## src/rtl/mips_fetch.sv

```systemverilog
// MIPS instruction fetch stage: request/hold/halt sequencing and
// next-PC selection (jump, register jump, branch, fall-through).
module mips_fetch #(
  parameter logic [31:0] RESET_PC = 32'h0040_0000
) (
  input  logic        clk,
  input  logic        rst_b,
  output logic        imem_req,
  output logic [31:0] imem_addr,
  input  logic        imem_ack,
  input  logic [31:0] imem_rdata,
  output logic [31:0] inst,
  output logic        inst_valid,
  input  logic        inst_ready,
  output logic [31:0] pc,
  output logic [31:0] pc_plus4,
  input  logic        jump,
  input  logic        jr,
  input  logic        branch,
  input  logic        br_taken,
  input  logic [31:0] rs_data,
  input  logic        halt,
  output logic        halted,
  output logic        addr_err
);

  typedef enum logic [1:0] {
    S_FETCH,
    S_HOLD,
    S_HALT
  } state_t;

  state_t      state_q, state_d;
  logic [31:0] fpc_q, fpc_d;
  logic [31:0] inst_q, inst_d;
  logic [31:0] pc_q, pc_d;
  logic        aerr_q, aerr_d;

  logic        accept;
  logic        misalign;
  logic [31:0] br_off;
  logic [31:0] npc;

  assign accept   = (state_q == S_HOLD) && inst_ready;
  assign misalign = jr && (rs_data[1:0] != 2'b00);
  assign pc_plus4 = pc_q + 32'd4;
  assign br_off   = {{14{inst_q[15]}}, inst_q[15:0], 2'b00};

  always_comb begin
    npc = pc_plus4;
    if (jr)
      npc = rs_data;
    else if (jump)
      npc = {pc_plus4[31:28], inst_q[25:0], 2'b00};
    else if (branch && br_taken)
      npc = pc_plus4 + br_off;
  end

  always_ff @(posedge clk or negedge rst_b) begin
    if (!rst_b) begin
      state_q <= S_FETCH;
      fpc_q   <= RESET_PC;
      inst_q  <= '0;
      pc_q    <= RESET_PC;
      aerr_q  <= 1'b0;
    end else begin
      state_q <= state_d;
      fpc_q   <= fpc_d;
      inst_q  <= inst_d;
      pc_q    <= pc_d;
      aerr_q  <= aerr_d;
    end
  end

  always_comb begin
    state_d = state_q;
    unique case (state_q)
      S_FETCH: if (imem_ack) state_d = S_HOLD;
      S_HOLD: begin
        if (accept) begin
          if (halt || misalign)
            state_d = S_HALT;
          else
            state_d = S_FETCH;
        end
      end
      S_HALT:  state_d = S_HALT;
      default: state_d = S_FETCH;
    endcase
  end

  always_comb begin
    fpc_d  = fpc_q;
    inst_d = inst_q;
    pc_d   = pc_q;
    aerr_d = aerr_q;
    if (state_q == S_FETCH && imem_ack) begin
      inst_d = imem_rdata;
      pc_d   = fpc_q;
    end
    // halt wins over any redirect, including a bad jr target
    if (accept && !halt) begin
      if (misalign)
        aerr_d = 1'b1;
      else
        fpc_d = npc;
    end
  end

  always_comb begin
    imem_req   = rst_b && (state_q == S_FETCH);
    imem_addr  = {fpc_q[31:2], 2'b00};
    inst       = inst_q;
    pc         = pc_q;
    inst_valid = (state_q == S_HOLD);
    halted     = (state_q == S_HALT);
    addr_err   = aerr_q;
  end

endmodule

```

## config.mk

```make
export PLATFORM = sky130hd
export DESIGN_NAME = mips_fetch
export DESIGN_NICKNAME = d
export VERILOG_FILES = /design/src/rtl/mips_fetch.sv
export SDC_FILE = /design/constraint.sdc
export NUM_CORES = 1
export LEC_CHECK = 0
export CORE_UTILIZATION = 52
export CTS_BUF_LIST = sky130_fd_sc_hd__clkbuf_8 sky130_fd_sc_hd__clkbuf_16
export CTS_CLUSTER_DIAMETER = 100
export CTS_CLUSTER_SIZE = 12
export DETAILED_ROUTE_END_ITERATION = 10
export PLACE_DENSITY_LB_ADDON = 0.05
export SLEW_MARGIN = 40
export SYNTH_ARGS = -nofsm -noshare
export SYNTH_HDL_FRONTEND = slang
export SYNTH_SLANG_ARGS = --single-unit
```

## constraint.sdc

```tcl
create_clock -name clk -period 5.36 [get_ports clk]
set_input_delay 0.536 -clock clk [delete_from_list [all_inputs] [get_ports clk]]
set_output_delay 0.536 -clock clk [all_outputs]
set_load 0.01 [all_outputs]
```

==> out/results.txt, run 1 <==
mux contribution to synthesized area: 10.8%
num rows: 41
Detailed Place HPWL: 15.9 mm
pwr dens: 678 nW/µm²
Nets: 1,022
mean post-synth cell area: 9.18 µm²
Max Cap Viol: 0
Max Buffers Root-to-Sink: 2
total global-route track usage: 32.7%
FF/Latch Area: 2480 µm²
via count: 6,540
Layout Cells excl Fill: 1,089
simple logic cell fraction of the synthesized area: 15.8%
RSZ-0062 raised after global routing: false
WL final: 21.9 mm
synthesized flop and latch total: 99
Peak VDD IR: 414 µV
chip height: 117 µm
antenna diode count: 0
Core ar.: 12,800 µm²
crit path DAT: 4.57 ns
Least-Margin Pin Slew: 0.872 ns
first-pass GRT wire length: 33.7 mm
dpl cell area: 8860 µm²
Fillers: 939
final hold violation count: 0
H-tree depth: 3
area delta synth->final: 33.2%
Synth Area in Adders: 6.82%
Die X: 117 µm
final period utilization: 79.8%
most frequent cells in the layout: clkdlybuf4s50_1 (200), dfrtp_1 (96), nand2_1 (67), nor2_1 (66), mux2_2 (61)
die area: 13,700 µm²
max-slew violations: 0
CTS tree: yes
Syn. warnings: 0
synth unique cells: 69
port bufs: 202
commonest non-fill, non-tap cell in the layout: clkdlybuf4s50_1
Setup crit end kind: flop
initial antenna violation count: 0
clock latency at the later pin of the worst-skew pair: 0.36 ns
Starting DRT DRC Count: 401
Fmax: 234 MHz
Slew headroom: 41.7%
Post-Syn Area: 6900 µm²
DP Cell Count: 1,073
vias in the first global route: 6,359
RePlAce Congestion: 0.904
post-CTS sizing: 0
EDFF count, synth: 0
postcts setup bufs: 0
Post-Synth XOR/XNOR Area: 5.71%
fin crit period: 4.28 ns
GRT overflow: 0
DRT Pass-1 Iters: 5
Fin Setup TNS: 0 ns
LEAKAGE: 3.91 nW
Startpoint Class: flop
post-synthesis cell count: 752
FFs w/ async S/R, synth: 100%
min-delay worst type: input pin to async pin
combinational family with the most area after synthesis: compound AO/OA/AOI/OAI gates
Initial Util: 54.0%
Seq/Total Area, Yosys: 35.9%
IO Count: 205
skew final: 0.0110 ns
Hold-fix buffers, CTS: 0
total CTS buffers: 9
Final Instance Area: 9190 µm²
Final Setup Violations: 0
critical path class: flop to flop
clk sinks: 99
status: complete, no violations
multi-input logic area: 4010 µm²
via/cell ratio: 6.01
Final ANT Viol Nets: 0
worst path required time: 5.65 ns
worst-path fanout max: 7
root buffer cell: clkbuf_16
Compound-Gate Fraction of Synth Area: 18.6%
Clock transition at path regs: 0.08 ns
layout cells sized above 1: 12.1%
largest net degree at the start of global routing: 61
Residual DRC: 0
DR WL/cell: 20.1 µm
Top FF cell, synth: dfrtp_1
## metal layers
metal	routed length (µm)	share of wire [%]	global-route usage, %	up-vias
li1	-	-	-	3011
met1	9520	43	42.0	3176
met2	10300	47	53.7	308
met3	1520	7.0	6.80	45
met4	559	2.6	12.9	0
met5	0	0	0	-
## state kept, by name (all words and copies together) (netlist names)
register and flops:
addr_err 1, inst 32, state_q 2, fpc_q 32
pc 32
## worst paths after layout
path,slack [ns],from,to,cells past startpoint
worst max-delay path,1.08,pc[2]$_DFFE_PN0P_,fpc_q[28]$_DFFE_PN0P_,15
worst min-delay path,0.16,rst_b,fpc_q[7]$_DFFE_PN0P_,1
worst max register to register,1.08,pc[2]$_DFFE_PN0P_,fpc_q[28]$_DFFE_PN0P_,15
worst min register to register,0.51,fpc_q[5]$_DFFE_PN0P_,fpc_q[5]$_DFFE_PN0P_,2
max in group asynchronous,4.22,rst_b,inst[15]$_DFFE_PN0P_,2
min in group clk,0.51,fpc_q[5]$_DFFE_PN0P_,fpc_q[5]$_DFFE_PN0P_,2
## per-stage QoR
stage	utilization, %	hold slack [ns]	power, mW	setup WS, ns
2_1_floorplan	-	0.240	3.97	1.73
4_1_cts	71.9	0.174	6.22	1.13
6_report	72.0	0.157	6.23	1.08
3_3_place_gp	69.3	0.484	5.37	1.30
5_1_grt	72.0	0.198	6.66	0.737
3_5_place_dp	69.3	0.497	5.44	1.16
## logic make-up after synthesis
| family | count (synthesis) |
|---|---|
| flops | 99 |
| buf+inv | 80 |
| mux | 67 |
| xor+xnor | 45 |
| simple gates | 230 |
| compound gates | 193 |
| fa+ha+maj | 37 |
| other cells | 1 |
## area by class of cell
class                           instances  share of cell area (%)
Timing Repair Buffer                  212                    22.8
Tap cell                              172                    2.34
Inverter                               16                   0.653
Multi-Input combinational cell        574                    43.6
Sequential cell                        99                    27.0
Clock inverter                          7                    1.17
Clock buffer                            9                    2.45
## synth_stat cells (3+ instances only)
master / number / share of area, %
a211oi_1: 7 / 0.76
a21o_1: 14 / 1.5
a21oi_1: 57 / 4.1
a221oi_1: 6 / 0.76
a31oi_1: 4 / 0.36
and3_1: 20 / 1.8
and4_1: 3 / 0.38
buf_1: 4 / 0.22
buf_4: 34 / 3.7
clkbuf_1: 25 / 1.4
dfrtp_1: 97 / 35
ha_1: 36 / 6.5
inv_1: 15 / 0.82
mux2_2: 61 / 10
mux2i_1: 6 / 0.87
nand2_1: 67 / 3.6
nand2b_1: 8 / 0.73
nand3_1: 20 / 1.5
nand3b_1: 4 / 0.44
nand4_1: 12 / 1.1
nor2_1: 68 / 3.7
nor2b_1: 4 / 0.36
nor3_1: 10 / 0.73
nor3_2: 3 / 0.44
o211a_1: 3 / 0.44
o211ai_1: 6 / 0.65
o21a_1: 3 / 0.33
o21ai_0: 23 / 1.7
o21ai_1: 23 / 1.7
o21bai_1: 6 / 0.65
o22ai_1: 7 / 0.63
o31a_1: 3 / 0.38
o31ai_1: 4 / 0.44
or2_1: 3 / 0.27
xnor2_1: 30 / 3.8
xor2_1: 15 / 1.9
## report_power, final
| part | internal, mW | switching [mW] | leakage (nW) | total, mW |
|---|---|---|---|---|
| clock | 0.419 | 0.318 | 0.160 | 0.737 |
| sequential | 1.12 | 0.453 | 1.19 | 1.57 |
| combinational | 1.99 | 1.93 | 2.56 | 3.92 |
| total | 3.53 | 2.70 | 3.91 | 6.23 |
## worst max-delay path, stage by stage (launching register included)
cell and delay, ns:
dfrtp_1 0.43, ha_1 0.24, nand4_1 0.19, nor2_1 0.53, nand4_1 0.19, xnor2_1 0.29
ha_1 0.35, a21o_1 0.21, a21o_1 0.20, a21oi_1 0.29, a31oi_4 0.15, o21ai_1 0.20
nand2_1 0.12, a211oi_1 0.42, mux2i_1 0.25, nand3b_1 0.13
(Power assumes the default switching activity.)
==> run 2: changes to the inputs <==
CORE_UTILIZATION = 44   (was 52)
clock period = 3.6 ns   (was 5.36 ns; I/O delays follow)
==> out/results.txt, run 2 (same netlist as run 1, synthesis figures left out) <==
status: complete, no violations
Detailed Place HPWL: 16.8 mm (+5.8%)
Residual DRC: 0 (unchanged)
Clock transition at path regs: 0.08 ns (about the same)
Final ANT Viol Nets: 0 (unchanged)
initial antenna violation count: 1 (+1)
RSZ-0062 raised after global routing: true
Highest Signal Layer: met4
final hold violation count: 0 (unchanged)
DR WL met3: 1.44 mm (-5.3%)
Setup crit end kind: flop
Worst Setup SP: pc[3]$_DFFE_PN0P_
most frequent cells in the layout: clkdlybuf4s50_1 (201), dfrtp_1 (93), nand2_1 (67), nor2_1 (63), mux2_2 (61)
num rows: 45 (+9.8%)
clk sinks: 99 (unchanged)
Nets: 1,070 (+4.7%)
Final Setup Violations: 0 (unchanged)
commonest non-fill, non-tap cell in the layout: clkdlybuf4s50_1
CP Capture Point: fpc_q[28]$_DFFE_PN0P_
total CTS buffers: 9 (unchanged)
Stages on worst setup path: 16 (+1)
worst path required time: 3.89 ns (-1.76 ns)
max-slew violations: 0 (unchanged)
via count: 6,622 (+1.3%)
Max Buffers Root-to-Sink: 2 (unchanged)
Fin Setup TNS: 0 ns (unchanged)
delay-heaviest family, CP: compound AO/OA/AOI/OAI gates
Initial Util: 45.2% (-8.8 points)
DRT Pass-1 Iters: 4 (-1)
final period utilization: 98.0% (+18 points)
via/cell ratio: 5.63 (-6.3%)
LEAKAGE: 4.16 nW (+6.6%)
Die X: 127 µm (+8.6%)
DR WL/cell: 19.5 µm (-3.1%)
die area: 16,200 µm² (+18%)
worst setup margin: 0.0704 ns (-1.01 ns)
largest net degree at the start of global routing: 52 (-15%)
Max Cap Viol: 0 (unchanged)
pwr dens: 997 nW/µm² (+47%)
first-pass GRT wire length: 35.4 mm (+5.1%)
DP Worst Slack: -0.0336 ns (-1.20 ns)
layout cells sized above 1: 18.8% (+6.7 points)
min-delay worst type: input pin to async pin
worst-path fanout max: 6 (-1)
clock latency at the later pin of the worst-skew pair: 0.36 ns (about the same)
Slew headroom: 48.1% (+6.4 points)
Least-Margin Pin Slew: 0.776 ns (-0.0965 ns)
Peak VDD IR: 490 µV (+18%)
reg2reg path depth: 16 (+1)
Reg2Reg Launch Point: pc[3]$_DFFE_PN0P_
flop-to-flop setup slack: 0.07 ns (-1.01 ns)
RePlAce Congestion: 0.924 (+2.2%)
total global-route track usage: 28.6% (-4.1 points)
WL final: 22.9 mm (+4.7%)
Hold-fix buffers, CTS: 0 (unchanged)
GRT overflow: 0 (unchanged)
root buffer cell: clkbuf_16
Cell Chain, Critical Path: ha_2, nand4_1, nor2_2, buf_6, nand2_1, xnor2_2, ha_4, a21oi_1, nand2_1, a21oi_2, a31oi_4, o21ai_1, nand2_1, a211oi_1, mux2i_1, nand3b_1
area delta synth->final: 40.5%
port bufs: 202 (unchanged)
Starting DRT DRC Count: 531 (+32%)
Worst R2R End: fpc_q[28]$_DFFE_PN0P_
H-tree depth: 3 (unchanged)
critical path class: flop to flop
fin crit period: 3.53 ns (-0.746 ns)
worst path bufs/invs: 1 (+1)
CP dominant cell by count: nand2_1
Fmax: 283 MHz (+21%)
CTS tree: yes
skew final: 0.0126 ns (+0.00159 ns)
critical path's slowest cell: dfrtp_1
chip height: 127 µm (+8.6%)
Startpoint Class: flop
Metal-1 WL: 10.5 mm (+10%)
Core ar.: 15,300 µm² (+19%)
CP max stage delay: 0.36 ns (-0.17 ns)
vias in the first global route: 6,528 (+2.7%)
IO Count: 205 (unchanged)
crit path DAT: 3.82 ns (-0.75 ns)
DR WL met2: 10.4 mm (+1.5%)
==> run 2: cell count changes in the layout (fill, tap and decap cells not counted), sizes merged <==
cell	before	now
clkdlybuf4s50	200	201
clkinvlp	1	0
bufinv	2	0
diode	0	1
clkbuf	9	11
inv	18	16
buf	12	59
clkinv	2	5
==> run 2: routing by layer <==
metal	vias up	global-route usage (%)
met5	-	0
li1	3102	-
met4	0	10.4
met1	3226	38.7
met2	256	45.3
met3	38	5.82
==> run 2: report_power, final <==
| part | internal [mW] | switching (mW) |
|---|---|---|
| registers | 1.67 | 0.644 |
| logic | 3.34 | 3.05 |
| clock network | 0.510 | 0.458 |
| total | 5.52 | 4.15 |
==> run 2: area by class of cell <==
cell class	instances	area, µm²
Clock buffer	11	253
Inverter	16	60.1
Sequential cell	99	2480
Antenna cell	1	2.50
Clock inverter	5	36.3
Multi-Input combinational cell	574	4140
Tap cell	211	264
Fill cell	1304	5560
Timing Repair Buffer	260	2460
==> run 2: metrics by stage <==
| step | hold WS, ns | total power [mW] | std cells | utilization, % | area [µm²] |
|---|---|---|---|---|---|
| after CTS | 0.218 | 9.45 | 1168 | 62.3 | 9510 |
| after global placement | 0.459 | 8.34 | 1152 | 60.4 | 9210 |
| after detailed placement | 0.463 | 8.41 | 1152 | 60.4 | 9220 |
| after global routing | 0.240 | 10.3 | 1176 | 63.6 | 9700 |
| after floorplan | 0.0644 | 5.91 | 753 | - | 6910 |
| final | 0.183 | 9.67 | 1177 | 63.6 | 9700 |
==> run 2: repair_timing <==
item	CTS	global route
gates resized for setup	2	27
pin swaps	1	19
buffers inserted	0	8
endpoints found under the setup margin	4	15
hold endpoints to repair	0	0
==> run 2: worst min-delay path by stage <==
stage	from	end	slack [ns]	cells past startpoint
detailed placement	addr_err$_DFFE_PN0P_	addr_err$_DFFE_PN0P_	0.46	1
finish	rst_b	fpc_q[13]$_DFFE_PN0P_	0.18	2
CTS	rst_b	fpc_q[13]$_DFFE_PN0P_	0.22	2
floorplan	rst_b	addr_err$_DFFE_PN0P_	0.06	0
global placement	addr_err$_DFFE_PN0P_	addr_err$_DFFE_PN0P_	0.46	1
global route	rst_b	fpc_q[13]$_DFFE_PN0P_	0.24	2
